**config.mk**
```make
export PLATFORM = sky130hd
export DESIGN_NAME = uart_prog_loader
export DESIGN_NICKNAME = d
export VERILOG_FILES = /design/src/rtl/uart_prog_loader.sv
export SDC_FILE = /design/constraint.sdc
export NUM_CORES = 1
export LEC_CHECK = 0
export BUFFER_PORTS_ARGS = -buffer_cell sky130_fd_sc_hd__clkbuf_2
export CORE_UTILIZATION = 46
export CTS_CLUSTER_SIZE = 24
export DETAILED_ROUTE_END_ITERATION = 10
export PLACE_DENSITY_LB_ADDON = 0.12
export SETUP_SLACK_MARGIN = 0.4
export SYNTH_ARGS = -nofsm -noshare
export SYNTH_HDL_FRONTEND = slang
export SYNTH_SLANG_ARGS = --single-unit
```
**constraint.sdc**
```tcl
create_clock -name clk -period 1.6 [get_ports clk]
set_input_delay 0.08 -clock clk [delete_from_list [all_inputs] [get_ports clk]]
set_output_delay 0.08 -clock clk [all_outputs]
set_load 0.03 [all_outputs]
```
**src/rtl/uart_prog_loader.sv**
```systemverilog
// Boot loader: packs UART bytes into little-endian words, writes them to imem, then releases the CPU.
// Optional trailing XOR checksum byte when LOADER_CHECKSUM_EN is defined.
module uart_prog_loader #(
    parameter int unsigned NUM_WORDS  = 64,
    parameter int unsigned ADDR_WIDTH = 6
) (
    input  logic                  clk,
    input  logic                  rst,
    input  logic                  rx_valid,
    input  logic [7:0]            rx_data,
    output logic                  imem_we,
    output logic [ADDR_WIDTH-1:0] imem_addr,
    output logic [31:0]           imem_wdata,
    output logic                  cpu_rst,
    output logic                  load_done,
    output logic                  load_error
);

    localparam logic [ADDR_WIDTH-1:0] LastAddr = ADDR_WIDTH'(NUM_WORDS - 1);

`ifdef LOADER_CHECKSUM_EN
    typedef enum logic [1:0] {StRecv, StWrite, StCheck, StDone} state_e;
`else
    typedef enum logic [1:0] {StRecv, StWrite, StDone} state_e;
`endif

    state_e                state_q, state_d;
    logic [1:0]            byte_idx_q, byte_idx_d;
    logic [ADDR_WIDTH-1:0] addr_q, addr_d;
    logic [31:0]           wdata_q, wdata_d;
`ifdef LOADER_CHECKSUM_EN
    logic [7:0]            csum_q, csum_d;
    logic                  err_q, err_d;
`endif

    always_ff @(posedge clk) begin
        if (rst) begin
            state_q    <= StRecv;
            byte_idx_q <= 2'd0;
            addr_q     <= '0;
            wdata_q    <= 32'd0;
`ifdef LOADER_CHECKSUM_EN
            csum_q     <= 8'd0;
            err_q      <= 1'b0;
`endif
        end else begin
            state_q    <= state_d;
            byte_idx_q <= byte_idx_d;
            addr_q     <= addr_d;
            wdata_q    <= wdata_d;
`ifdef LOADER_CHECKSUM_EN
            csum_q     <= csum_d;
            err_q      <= err_d;
`endif
        end
    end

    always_comb begin
        state_d    = state_q;
        byte_idx_d = byte_idx_q;
        addr_d     = addr_q;
        wdata_d    = wdata_q;
`ifdef LOADER_CHECKSUM_EN
        csum_d     = csum_q;
        err_d      = err_q;
`endif
        case (state_q)
            StRecv: begin
                if (rx_valid) begin
                    wdata_d[8*byte_idx_q +: 8] = rx_data;
                    byte_idx_d                 = byte_idx_q + 2'd1;
`ifdef LOADER_CHECKSUM_EN
                    csum_d                     = csum_q ^ rx_data;
`endif
                    if (byte_idx_q == 2'd3) begin
                        state_d = StWrite;
                    end
                end
            end
            StWrite: begin
                if (addr_q == LastAddr) begin
`ifdef LOADER_CHECKSUM_EN
                    // A byte arriving during the final write is already the checksum.
                    state_d = StCheck;
                    if (rx_valid) begin
                        if (rx_data == csum_q) begin
                            state_d = StDone;
                        end else begin
                            err_d = 1'b1;
                        end
                    end
`else
                    state_d = StDone;
`endif
                end else begin
                    addr_d  = addr_q + 1'b1;
                    state_d = StRecv;
                    // Lane-0 update commits on the same edge as the write, so the write keeps the old word.
                    if (rx_valid) begin
                        wdata_d[7:0] = rx_data;
                        byte_idx_d   = 2'd1;
`ifdef LOADER_CHECKSUM_EN
                        csum_d       = csum_q ^ rx_data;
`endif
                    end
                end
            end
`ifdef LOADER_CHECKSUM_EN
            StCheck: begin
                if (rx_valid && !err_q) begin
                    if (rx_data == csum_q) begin
                        state_d = StDone;
                    end else begin
                        err_d = 1'b1;
                    end
                end
            end
`endif
            default: ;
        endcase
    end

    assign imem_we    = (state_q == StWrite);
    assign imem_addr  = addr_q;
    assign imem_wdata = wdata_q;
    assign cpu_rst    = (state_q != StDone);
    assign load_done  = (state_q == StDone);
`ifdef LOADER_CHECKSUM_EN
    assign load_error = err_q;
`else
    assign load_error = 1'b0;
`endif

endmodule
```
==> summary.md <==
| Metric | Value |
|---|---|
| Status | complete, no violations |
| Class of the tightest hold or removal check | primary input to register |
| Critical setup path kind | register to register |
| Mean area per synthesized cell | between 8 and 9 sq um |
| Peak supply drop | approximately 520 uV |
| ANT nets after route | 0 |
| Post-synth cell types | 29 |
| Final net count | between 300 and 400 |
| Setup_tns | 0 ns |
| Worst EP required | 1.83 ns |
| Initial Utilization | between 40% and 50% |
| Critical Path Source Type | register |
| DR iter-0 viols | roughly 160 |
| Total track usage | about a quarter |
| Cell Area, Synth | roughly 0.0018 sq mm |
| Max Buffers Root-to-Sink | 2 |
| Via count | around 1800 |
| Fin. max-slew vios | 0 |
| Final Hold Vio Count | 0 |
| Hold_sp | rx_data[1] |
| Final design utilization | between 70% and 80% |
| Drt wl/cell | approximately 15 um |
| Share of layout cells above drive strength 1 | between 50% and 60% |
| Die Ht | around 65 um |
| Die ar. | approximately 0.0042 sq mm |
| Max cap viols | 0 |
| RSZ-0062 raised after global routing | yes |
| Leakage | 0.00107 uW |
| Global-route wire length before repair | about 7500 um |
| Period utilisation layout | approximately nine tenths |
| CTS tree | done |
| Synthesized instance count | between 200 and 250 |
| Initial antenna violation count | 0 |
| ANT cells | 0 |
| Worst-path clk slew | approximately 0.080 ns |
| Routability Congestion | ~0.84 |
| Minimum clock period | 1.43 ns |
| I/O Pins | 53 |
| Clock Sinks | 42 |
| Die W | roughly 65 um |
| Critical Path End Type | register |
| WP data arrival | between 1.5 and 2 ns |
| Power Dens Cells | just under 800 mW/mm^2 |
| Final setup fails | 0 |
| FF-to-FF Start | byte_idx_q[1]$_SDFFE_PP0P_ |
| Max Fanout on Critical Path | 8 |
| Dpl hpwl | 3020 um |
| Commonest cells after routing, fill and taps aside | clkbuf_2, nand2_1, dfxtp_1 |
| Largest net degree at the start of global routing | 23 |
| H-tree levels | 2 |
| Vias/cell | approximately 5.3 |
| Clock root buffer master | clkbuf_8 |
| Hold WS | roughly 0.11 ns |
| Most common cell after layout, fill and taps aside | clkbuf_2 |
| Pre-CTS WS | roughly 0.014 ns |
| Crit path launch | byte_idx_q[1]$_SDFFE_PP0P_ |
| Power Total | 2120 uW |
| Synth-to-Final Area Change | 51.7% |
| Post-route DRC violation count | 0 |
| Final WL | between 4000 and 5000 um |
| Cell Rows | 22 |
| Vias in the first global route | roughly 1600 |
| Worst-Skew Late Latency | roughly 0.3 ns |
| Overflow after GRT | 0 |
| Core area | roughly 0.0037 sq mm |
| Num CTS Buffers | 5 |
| Hold_buf cts | 0 |
| DR pass1 iterations | 4 |
| Post-route worst setup slack | approximately 0.17 ns |
| Ys Warns | 0 |
| Worst Skew | between 0.006 and 0.007 ns |
| Max Fclk | between 700 and 800 MHz |
| Post-Syn Nets | ~230 |
| Synth Register Bits | 42 |
| Seq/Total Area, Yosys | 46.7% |
| I/O Buffers | 51 |
-- cells by family (layout without fill, tap and decap cells) --
| kind of cell | Yosys count | in the layout | synth area share, % |
|---|---|---|---|
| adders and majority gates | 7 | 7 | 4.87 |
| and+or+nand+nor | 100 | 100 | 27.3 |
| xor gates and xnor gates | 1 | 1 | 0.487 |
| buffers and inverters | 14 | 87 | 3.41 |
| muxes | 10 | 10 | 5.56 |
| AOI/OAI and AO/OA | 36 | 36 | 11.5 |
| other | 1 | 1 | 0.208 |
| DFF | 42 | 42 | 46.7 |
-- registers in the layout (all words and copies together) (netlist names) --
signal      count
byte_idx_q      2
imem_addr       6
imem_wdata     32
state_q         2
-- metal layers --
layer  up-vias  share of wire [%]  global-route usage [%]
li1        867                  -                       -
met1       840                 48                    31.9
met2        42                 47                    38.4
met3         8                3.3                    4.40
met4         0                1.6                    11.1
met5         -                  0                       0
-- Yosys cell counts (all sizes together) --
cell / number / area, sq um
dfxtp: 42 / 841
nand2: 38 / 143
a21oi: 29 / 145
nand3: 27 / 135
mux2i: 10 / 100
nand2b: 10 / 62.6
nor2: 8 / 30.0
clkbuf: 7 / 26.3
ha: 7 / 87.6
inv: 4 / 15.0
nor3b: 4 / 35.0
and2: 3 / 18.8
buf: 3 / 20.0
nor3: 3 / 15.0
o21ai: 3 / 15.0
or3: 3 / 18.8
a211oi: 1 / 20.0
and4b: 1 / 10.0
conb: 1 / 3.75
nand4: 1 / 6.26
nor2b: 1 / 6.26
nor4bb: 1 / 10.0
o21ba: 1 / 10.0
o31ai: 1 / 7.51
o41ai: 1 / 8.76
xor2: 1 / 8.76
-- worst max-delay path: stages (launching register included) --
cell and delay, ns:
dfxtp_2 0.34, inv_2 0.06, ha_4 0.26, nor4bb_4 0.30
o21ba_4 0.22, nand2_1 0.06, mux2i_1 0.12
-- per-stage QoR --
step	std cells	cell area (sq um)
after global routing	332	2730
after global placement	311	2240
after floorplan	211	1890
after CTS	328	2570
final	332	2730
after detailed placement	311	2240
-- timing repair --
item,in CTS,in global routing
buffers inserted,9,4
gates resized for setup,43,33
pin swaps,29,11
endpoints found under the setup margin,40,42
-- report_power, final --
part / switching (uW) / internal, uW
registers: 10.1 / 1060
clock network: 365 / 348
logic: 196 / 141
-- final timing paths --
kind / slack (ns) / cells after the start / end
setup / recovery: 0.17 / 6 / imem_wdata[0]$_SDFFE_PP0P_
hold / removal: 0.11 / 3 / imem_wdata[9]$_SDFFE_PP0P_
setup reg to reg: 0.17 / 6 / imem_wdata[0]$_SDFFE_PP0P_
hold reg to reg: 0.46 / 2 / imem_wdata[12]$_SDFFE_PP0P_
-- final cells by class --
type / count / area (sq um)
clock buffer: 7 / 86.3
clock inverter: 1 / 5.00
fill: 282 / 987
inverter: 4 / 20.0
multi-input combinational: 155 / 1200
sequential: 42 / 860
tap: 48 / 60.1
timing repair buffer: 75 / 493
(Power assumes the default switching activity.)
